<file path="config.mk">
export PLATFORM = sky130hd
export DESIGN_NAME = fejkon_pcie_bar_target
export DESIGN_NICKNAME = d
export VERILOG_FILES = /design/src/rtl/fejkon_pcie_bar_target.sv
export SDC_FILE = /design/constraint.sdc
export NUM_CORES = 2
export LEC_CHECK = 0
export ABC_CLOCK_PERIOD_IN_PS = 12200
export BUFFER_PORTS_ARGS = -buffer_cell sky130_fd_sc_hd__buf_4
export CAP_MARGIN = 15
export CORE_MARGIN = 4
export CORE_UTILIZATION = 40
export CTS_CLUSTER_DIAMETER = 200
export DETAILED_ROUTE_END_ITERATION = 10
export GPL_TIMING_DRIVEN = 0
export PLACE_DENSITY = 0.56
export SETUP_SLACK_MARGIN = 0.3
export SYNTH_ARGS = -nofsm -noshare
export SYNTH_HDL_FRONTEND = slang
export SYNTH_SLANG_ARGS = --single-unit
</file>
<file path="constraint.sdc">
create_clock -name clk -period 12.2 [get_ports clk]
set_input_delay 2.44 -clock clk [delete_from_list [all_inputs] [get_ports clk]]
set_output_delay 2.44 -clock clk [all_outputs]
set_load 0.05 [all_outputs]
</file>
<file path="src/rtl/fejkon_pcie_bar_target.sv">
// fejkon_pcie_bar_target: BAR0 completer. Takes decoded memory-request TLPs,
// runs single-DW accesses on an Avalon-MM master and returns in-order read
// completions, with UR completions for malformed reads.
// Optional macro FEJKON_PCIE_BAR_TARGET_STATS_EN adds read/UR statistics counters.
module fejkon_pcie_bar_target #(
    parameter int ADDR_W  = 12,
    parameter int PENDING = 32
) (
    input  logic                      clk,
    input  logic                      reset_n,
    input  logic                      req_valid,
    output logic                      req_ready,
    input  logic                      req_write,
    input  logic [ADDR_W-1:0]         req_addr,
    input  logic [9:0]                req_len,
    input  logic [7:0]                req_tag,
    input  logic [15:0]               req_rid,
    input  logic [31:0]               req_data,
    output logic [ADDR_W-3:0]         mm_address,
    output logic                      mm_read,
    output logic                      mm_write,
    output logic [31:0]               mm_writedata,
    input  logic                      mm_waitrequest,
    input  logic [31:0]               mm_readdata,
    input  logic                      mm_readdatavalid,
    output logic                      cpl_valid,
    input  logic                      cpl_ready,
    output logic [7:0]                cpl_tag,
    output logic [15:0]               cpl_rid,
    output logic [2:0]                cpl_status,
    output logic [6:0]                cpl_lower_addr,
    output logic [31:0]               cpl_data,
    output logic                      cpl_err_ur_p,
    output logic                      cpl_err_ur_np,
    output logic [$clog2(PENDING):0]  pending
`ifdef FEJKON_PCIE_BAR_TARGET_STATS_EN
    ,
    output logic [15:0]               stat_rd_count,
    output logic [15:0]               stat_ur_count
`endif
);

    localparam int PW = $clog2(PENDING);
    localparam logic [PW:0] FULL_CNT = (PW+1)'(PENDING);

    typedef enum logic [1:0] {
        S_IDLE     = 2'd0,
        S_ISSUE_WR = 2'd1,
        S_ISSUE_RD = 2'd2
    } state_t;

    typedef struct packed {
        logic [7:0]  tag;
        logic [15:0] rid;
        logic [6:0]  lower_addr;
        logic        ur;
    } trk_t;

    // Only aligned single-DW accesses are executed; everything else is UR.
    function automatic logic f_req_ok(input logic [ADDR_W-1:0] addr, input logic [9:0] len);
        f_req_ok = (addr[1:0] == 2'b00) && (len == 10'd1);
    endfunction

    state_t      r_state, w_state_nxt;
    logic        r_req_ready;
    logic        r_mm_read, r_mm_write;
    logic [ADDR_W-3:0] r_mm_address;
    logic [31:0] r_mm_writedata;
    logic        r_err_p, r_err_np;
    logic [PW:0] r_pending, w_pending_nxt;

    trk_t        r_trk_mem [PENDING];
    logic [PW:0] r_trk_wp, r_trk_rp;
    logic [31:0] r_rdf_mem [PENDING];
    logic [PW:0] r_rdf_wp, r_rdf_rp;

    logic        r_cpl_valid;
    logic [7:0]  r_cpl_tag;
    logic [15:0] r_cpl_rid;
    logic [2:0]  r_cpl_status;
    logic [6:0]  r_cpl_lower_addr;
    logic [31:0] r_cpl_data;

    logic w_accept, w_req_ok, w_trk_push, w_cpl_pop;
    logic w_trk_empty, w_rdf_empty, w_load;
    trk_t w_head;

    assign w_accept    = req_valid && r_req_ready;
    assign w_req_ok    = f_req_ok(req_addr, req_len);
    assign w_trk_push  = w_accept && !req_write;
    assign w_cpl_pop   = r_cpl_valid && cpl_ready;
    assign w_trk_empty = (r_trk_wp == r_trk_rp);
    assign w_rdf_empty = (r_rdf_wp == r_rdf_rp);
    assign w_head      = r_trk_mem[r_trk_rp[PW-1:0]];
    // Output register refills when empty or draining; SC entries also need their data.
    assign w_load      = (!r_cpl_valid || cpl_ready) && !w_trk_empty && (w_head.ur || !w_rdf_empty);

    // Next-state logic: valid requests issue on Avalon, UR requests stay in IDLE.
    always_comb begin
        w_state_nxt = r_state;
        case (r_state)
            S_IDLE: begin
                if (w_accept && w_req_ok) begin
                    w_state_nxt = req_write ? S_ISSUE_WR : S_ISSUE_RD;
                end else begin
                    w_state_nxt = S_IDLE;
                end
            end
            S_ISSUE_WR, S_ISSUE_RD: begin
                if (!mm_waitrequest) begin
                    w_state_nxt = S_IDLE;
                end else begin
                    w_state_nxt = r_state;
                end
            end
            default: w_state_nxt = S_IDLE;
        endcase
    end

    // Outstanding-read count: reads in on accept, out when a completion is consumed.
    always_comb begin
        w_pending_nxt = r_pending;
        case ({w_trk_push, w_cpl_pop})
            2'b10:   w_pending_nxt = r_pending + (PW+1)'(1);
            2'b01:   w_pending_nxt = r_pending - (PW+1)'(1);
            default: w_pending_nxt = r_pending;
        endcase
    end

    // Control registers: FSM state, ready, Avalon command and UR pulses.
    always_ff @(posedge clk or negedge reset_n) begin
        if (!reset_n) begin
            r_state        <= S_IDLE;
            r_req_ready    <= 1'b0;
            r_mm_read      <= 1'b0;
            r_mm_write     <= 1'b0;
            r_mm_address   <= '0;
            r_mm_writedata <= 32'd0;
            r_err_p        <= 1'b0;
            r_err_np       <= 1'b0;
            r_pending      <= '0;
        end else begin
            r_state     <= w_state_nxt;
            r_req_ready <= (w_state_nxt == S_IDLE) && (w_pending_nxt != FULL_CNT);
            r_mm_read   <= (w_state_nxt == S_ISSUE_RD);
            r_mm_write  <= (w_state_nxt == S_ISSUE_WR);
            r_err_p     <= w_accept && req_write && !w_req_ok;
            r_err_np    <= w_accept && !req_write && !w_req_ok;
            r_pending   <= w_pending_nxt;
            if (w_accept && w_req_ok) begin
                r_mm_address   <= req_addr[ADDR_W-1:2];
                r_mm_writedata <= req_write ? req_data : r_mm_writedata;
            end else begin
                r_mm_address   <= r_mm_address;
                r_mm_writedata <= r_mm_writedata;
            end
        end
    end

    // FIFO storage: tracker entries on read accept, read data on each Avalon return.
    always_ff @(posedge clk) begin
        if (w_trk_push) begin
            r_trk_mem[r_trk_wp[PW-1:0]] <= '{tag: req_tag, rid: req_rid,
                                            lower_addr: req_addr[6:0], ur: !w_req_ok};
        end
        if (mm_readdatavalid) begin
            r_rdf_mem[r_rdf_wp[PW-1:0]] <= mm_readdata;
        end
    end

    // FIFO pointers; reset empties both queues and abandons in-flight data.
    always_ff @(posedge clk or negedge reset_n) begin
        if (!reset_n) begin
            r_trk_wp <= '0;
            r_trk_rp <= '0;
            r_rdf_wp <= '0;
            r_rdf_rp <= '0;
        end else begin
            r_trk_wp <= r_trk_wp + (PW+1)'(w_trk_push);
            r_trk_rp <= r_trk_rp + (PW+1)'(w_load);
            r_rdf_wp <= r_rdf_wp + (PW+1)'(mm_readdatavalid);
            r_rdf_rp <= r_rdf_rp + (PW+1)'(w_load && !w_head.ur);
        end
    end

    // Completion output register; fields only change on load so they hold under backpressure.
    always_ff @(posedge clk or negedge reset_n) begin
        if (!reset_n) begin
            r_cpl_valid      <= 1'b0;
            r_cpl_tag        <= 8'd0;
            r_cpl_rid        <= 16'd0;
            r_cpl_status     <= 3'b000;
            r_cpl_lower_addr <= 7'd0;
            r_cpl_data       <= 32'd0;
        end else if (w_load) begin
            r_cpl_valid      <= 1'b1;
            r_cpl_tag        <= w_head.tag;
            r_cpl_rid        <= w_head.rid;
            r_cpl_status     <= w_head.ur ? 3'b001 : 3'b000;
            r_cpl_lower_addr <= w_head.lower_addr;
            r_cpl_data       <= w_head.ur ? 32'd0 : r_rdf_mem[r_rdf_rp[PW-1:0]];
        end else if (w_cpl_pop) begin
            r_cpl_valid      <= 1'b0;
        end else begin
            r_cpl_valid      <= r_cpl_valid;
        end
    end

`ifdef FEJKON_PCIE_BAR_TARGET_STATS_EN
    logic [15:0] r_stat_rd, r_stat_ur;

    // Saturating counters of accepted valid reads and of UR requests.
    always_ff @(posedge clk or negedge reset_n) begin
        if (!reset_n) begin
            r_stat_rd <= 16'd0;
            r_stat_ur <= 16'd0;
        end else begin
            if (w_trk_push && w_req_ok && (r_stat_rd != 16'hFFFF)) begin
                r_stat_rd <= r_stat_rd + 16'd1;
            end else begin
                r_stat_rd <= r_stat_rd;
            end
            if (w_accept && !w_req_ok && (r_stat_ur != 16'hFFFF)) begin
                r_stat_ur <= r_stat_ur + 16'd1;
            end else begin
                r_stat_ur <= r_stat_ur;
            end
        end
    end

    assign stat_rd_count = r_stat_rd;
    assign stat_ur_count = r_stat_ur;
`endif

    assign req_ready      = r_req_ready;
    assign mm_address     = r_mm_address;
    assign mm_read        = r_mm_read;
    assign mm_write       = r_mm_write;
    assign mm_writedata   = r_mm_writedata;
    assign cpl_valid      = r_cpl_valid;
    assign cpl_tag        = r_cpl_tag;
    assign cpl_rid        = r_cpl_rid;
    assign cpl_status     = r_cpl_status;
    assign cpl_lower_addr = r_cpl_lower_addr;
    assign cpl_data       = r_cpl_data;
    assign cpl_err_ur_p   = r_err_p;
    assign cpl_err_ur_np  = r_err_np;
    assign pending        = r_pending;

endmodule
</file>
### Word level (Yosys, flattened, before mapping)

Memory sizes are Yosys's and may differ from the RTL's.
Index checks and enable logic that the tools add are counted.

| storage, ports and cells | value |
|---|---|
| word-level logic and storage cells | 76 |
| bits in registers | 146 |
| memories | 2 |
| bits in writable memories | 2,048 |

| operators by class | value |
|---|---|
| eq/ne operators | 10 |
| add/sub/neg operators | 6 |
| reductions and logical operators | 26 |
| muxes and demuxes | 13 |

Memory list:

| name | depth | width | read ports | clocked after Yosys merged registers in | wr ports | line | source |
|---|---|---|---|---|---|---|---|
| r_rdf_mem | 32 | 32 | 1 | 0 | 1 | 74 | `logic [31:0] r_rdf_mem [PENDING];` |
| r_trk_mem | 32 | 32 | 1 | 0 | 1 | 72 | `trk_t r_trk_mem [PENDING];` |

Operators with widths:

| cell | number |
|---|---|
| 2-to-1 mux 32 bit | 1 |
| adder 6 x 1 -> 6 bit | 4 |
| == test 6 bit | 2 |
| logical AND 1 bit | 12 |
| one-hot mux 6 bit (2 select lines) | 1 |
| == test 10 x 1 -> 1 bit, second input constant | 1 |
| 2-to-1 mux 1 bit | 7 |
| adder 6 x 1 -> 6 bit, second input constant | 1 |
| == test 2 x 1 -> 1 bit, second input constant | 3 |
| == test 2 bit, second input constant | 3 |
| logical NOT 1 bit | 6 |
| logical NOT 2 bit | 3 |
| 2-to-1 mux 2 bit | 3 |
| != test 6 bit, second input constant | 1 |
| subtractor 6 x 1 -> 6 bit, second input constant | 1 |
| one-hot mux 2 bit (2 select lines) | 1 |
| logical OR 1 bit | 2 |
| AND reduction 2 bit | 1 |
| nonzero test 2 bit | 1 |
| OR reduction 2 bit | 1 |

### Depth between registers and ports, before layout

| logic depth | value |
|---|---|
| depth after elaboration | 7 |
| mapped depth | 13 |
| depth with buffers taken out | 10 |

### Worst setup path before layout

No wires, ideal clock.

| timing path | value |
|---|---|
| kind | input -> register |
| start | input req_write |
| end | memory r_trk_mem[12][0] in the netlist's numbering, enable pin |
| slack | 6.074 ns |
| cell stages on the path | 6 |
| required time | 11.739 ns |
| arrival | 5.665 ns |
| setup time | 0.461 ns |
| path buffers | 2 |
| path through | and3b_1 clkbuf_1 inv_2 or3_1 clkbuf_1 nor3_1 |

| on the way | value |
|---|---|
| word-level cells in the longest chain between the ends | 4 |

RTL lines:

| what | line | source |
|---|---|---|
| from (decl) | 13 | `input logic req_write,` |
| logical NOT 1 bit | 90 | `assign w_trk_push = w_accept && !req_write;` |
| logical AND 1 bit | 90 |  |
| 2-to-1 mux 1 bit | 162 | `if (w_trk_push) begin` |
| 2-to-1 mux 1 bit (implied by the code) | 163 | `r_trk_mem[r_trk_wp[PW-1:0]] <= '{tag: req_tag, rid: req_rid,` |
| to (decl) | 72 |  |

No other way between the ends.

### Worst setup path in the final report

| timing path | value |
|---|---|
| start | input req_write |
| end | memory r_trk_mem[12][12] in the netlist's numbering, enable pin |

Same word-level chain as after synthesis.

==> summary.txt <==
STA
  • Slew Viols, Final: 0
  • Final Skew: about 0.037 ns
  • Worst slew pin tran: 1.26 ns
  • FMAX: approximately 200 MHz
  • RSZ-0062 raised after global routing: no
  • Final Hold Violating Endpoints: 0
  • Final Setup Violations: 0
  • Fin crit period: just over 5 ns
  • Max_slew headroom: 15.7%
  • Final Cycle Share: between 40% and 50%
  • Sum Neg Setup Slack: 0 ns

Clock network
  • Clock Path Buffers: 3
  • Htree depth: 4
  • Root Driver: clkbuf_16
  • CTS tree: done
  • PostCTS Resize Cnt: 0
  • CTS Buf Count: between 200 and 250
  • Hold-fix buffer count after cts: 0
  • Clock slew at reported path FFs: around 0.060 ns
  • Post-CTS Setup Repair Bufs: 0
  • CTS Sinks: ~2200
  • Clk Latency, worst-skew pair: around 0.85 ns

GRT
  • Vias in the first global route: 41765
  • Pin count of the biggest net entering global routing: a little over 60
  • First-pass GRT wire length: 321000 µm
  • Total track usage: a little over a fifth
  • Total grt overflow: 0
  • Initial antenna violation count: 19

Min path
  • Hold WC Path Type: flip-flop to flip-flop

Logic synthesis
  • Adder-cell share of the synthesized area: less than 1%
  • Synthesized instance count: between 3000 and 4000
  • Synth Area in Compound Gates: 1.92%
  • EDFF count, synth: between 2000 and 2500
  • Yosys cell types: between 50 and 60
  • Ys Warns: 0
  • Post-synthesis register bit count: roughly 2200
  • Seq/Total Area, Yosys: between 70% and 80%
  • Avg Cell Area, Syn: 22.0 µm²
  • Post-synthesis instance area: ~84000 µm²
  • Largest family of logic cells by synthesized area: multiplexers
  • Ys flop type: edfxtp_1
  • Post-synthesis async set-or-reset flop share: under 10%
  • Simple-Gate Fraction of Synth Area: about 1.6%
  • Post-synthesis xor/xnor area fraction: 0.377%
  • Multiplexer share of the synthesized area: 17.0%

Routing
  • First drt pass iteration count: 6
  • Vias/cell: roughly 5.6
  • WL final: approximately 230000 µm
  • DR vias: 41265
  • Drt drc: 0
  • DR WL/cell: 31.1 µm
  • Initial drt markers: 4582
  • ANT nets after route: 0

Pwr
  • Share of power burned in registers: between 30% and 40%
  • Sw frac: roughly a third
  • Gate power share: a little under a third
  • Clock power frac: about 29%
  • Power Internal: approximately 15000 µW
  • Pwr Density: 228 nW/µm²
  • Leak pwr: 0.0322 µW
  • Peak VDD IR: between 150 and 200 µV
  • Switching pwr: about 7300 µW

Cells and area
  • Area grow syn2layout: 17.5%
  • Nets@finish: approximately 4500
  • Layout cells sized above 1: 29.6%
  • Commonest non-fill, non-tap cells in the layout: 2048 x edfxtp_1, 476 x mux4_2, 257 x mux2i_1, 239 x buf_4, 221 x clkbuf_16
  • Finished Cell Area: around 100000 µm²
  • Most common cell after layout, fill and taps aside: edfxtp_1

Critical path
  • Startpoint Class: primary input
  • Max FO, Critical Path: 10
  • Crit path arrival time: around 5.7 ns
  • Kind of critical path: primary input to flip-flop
  • CP Data Required Time: 12.73 ns
  • Crit. End Element: flip-flop

Place
  • DP Area: 91400 µm²
  • PortBufs: between 200 and 250
  • Post-DP HPWL: 148000 µm
  • Placer Congestion: approximately 0.78

Floorplanning
  • Initial core utilization: between 40% and 50%
  • Rows: 167
  • Top-Level Pins: between 200 and 250
  • Area of the core: approximately 210000 µm²
  • Die ar.: 217000 µm²
  • Die Span Y: 465 µm
  • Horiz. Die Dim: approximately 470 µm

Run status
  • Status: completed

Job
  • Max-cap violations: 0
## metal layers
| metal | track usage, % | share of wire (%) |
|---|---|---|
| met1 | 28.7 | 41 |
| met2 | 34.2 | 49 |
| met3 | 4.16 | 6.9 |
| met4 | 6.19 | 2.8 |
| met5 | 0 | 0.0035 |
## final timing paths
check                        startpoint           endpoint  slack (ns)  cells after the start
setup / recovery              req_write  r_trk_mem[12][12]        7.07                      9
hold / removal             cpl_data[24]       cpl_data[24]        0.49                      2
setup reg to reg            r_rdf_rp[2]        cpl_data[4]        7.57                      8
hold reg to reg            cpl_data[24]       cpl_data[24]        0.49                      2
max in group asynchronous       reset_n         cpl_tag[3]        9.63                      3
min in group asynchronous       reset_n        cpl_data[6]        1.52                      1
## state kept, by name, summed over array words and instances, names as in the netlist, 7 cells and up
| register | flops |
|---|---|
| cpl_data | 32 |
| r_rdf_mem | 1024 |
| cpl_tag | 8 |
| r_trk_mem | 1024 |
| cpl_lower_addr | 7 |
| mm_writedata | 32 |
| mm_address | 10 |
| cpl_rid | 16 |
## critical path, cell delays in order
cell and delay (ns):
buf_4 0.12, and3b_1 0.19, clkbuf_1 0.54, inv_2 0.31, or3_1 0.37, clkbuf_1 0.40
nor3_2 0.86, buf_8 0.24, buf_6 0.16
## cell usage after synthesis (2+ instances only)
master,n,area [µm²]
buf_2,72,360
a21oi_1,38,190
or2_2,5,31.3
nand2b_1,8,50.1
a31oi_1,2,12.5
dfrtp_1,144,3600
a32oi_1,2,17.5
nand4b_1,3,26.3
ha_1,11,138
xor2_1,15,131
nand3b_1,8,60.1
xnor2_1,21,184
nor2b_1,4,25.0
and3_1,7,43.8
nor3b_1,3,22.5
mux4_2,476,10700
mux2_2,70,788
o21ai_0,62,310
or3b_2,7,61.3
nor4b_1,2,17.5
nor3_1,8,40.0
buf_4,4,30.0
nor4_1,22,138
o211ai_1,16,120
and2_1,5,31.3
o22ai_1,113,707
clkbuf_1,103,387
nor2_1,85,319
nand4_1,4,25.0
inv_2,3,11.3
o21a_1,2,15.0
or2_1,2,12.5
or3_1,3,18.8
a22oi_1,15,113
a22o_1,3,26.3
and3b_1,3,26.3
buf_1,27,101
mux2_4,9,135
o31ai_1,2,15.0
nand3_1,16,80.1
edfxtp_1,2048,61500
inv_1,7,26.3
mux2i_1,257,2570
nand2_1,80,300
## layout make-up
type                            instances  area [µm²]
Antenna cell                           14        35.0
Buffer                                207         890
Clock buffer                          300        5980
Clock inverter                         97         823
Fill cell                           17107      109000
Inverter                               11        41.3
Multi-Input combinational cell       1401       18100
Sequential cell                      2192       65100
Tap cell                             2788        3490
Timing Repair Buffer                  342        3830
## through the flow
| stage | util, % | power, µW | hold WS [ns] | setup slack, ns | std cells |
|---|---|---|---|---|---|
| after floorplan | - | 13400 | 0.462 | 6.07 | 3811 |
| after global placement | 42.8 | 16000 | 0.469 | 2.53 | 6833 |
| after detailed placement | 44.0 | 16200 | 0.475 | 6.25 | 6937 |
| after CTS | 47.3 | 22700 | 0.489 | 7.14 | 7334 |
| after global routing | 47.4 | 23300 | 0.498 | 7.07 | 7342 |
| final | 47.4 | 22500 | 0.485 | 7.07 | 7352 |
## logic make-up (layout without fill, tap and decap cells)
logic type               count (synthesis)  in the layout
XOR/XNOR                                36             36
AO/OA/AOI/OAI                          263            263
flip-flops                            2192           2192
buffers and inverters                  218            957
AND/OR/NAND/NOR                        277            277
other                                    1             16
adder cells (fa/ha/maj)                 11             11
multiplexers                           812            812
## power groups by stage
stage | logic [µW] | registers, µW | clock network [µW]
3_3_place_gp | 6880 | 9080 | 0
5_1_grt | 7510 | 8930 | 6890
4_1_cts | 7180 | 8890 | 6580
3_5_place_dp | 7160 | 9050 | 0
6_report | 7090 | 8890 | 6460
2_1_floorplan | 3980 | 9390 | 0
Power figures use the tool's default switching activity.
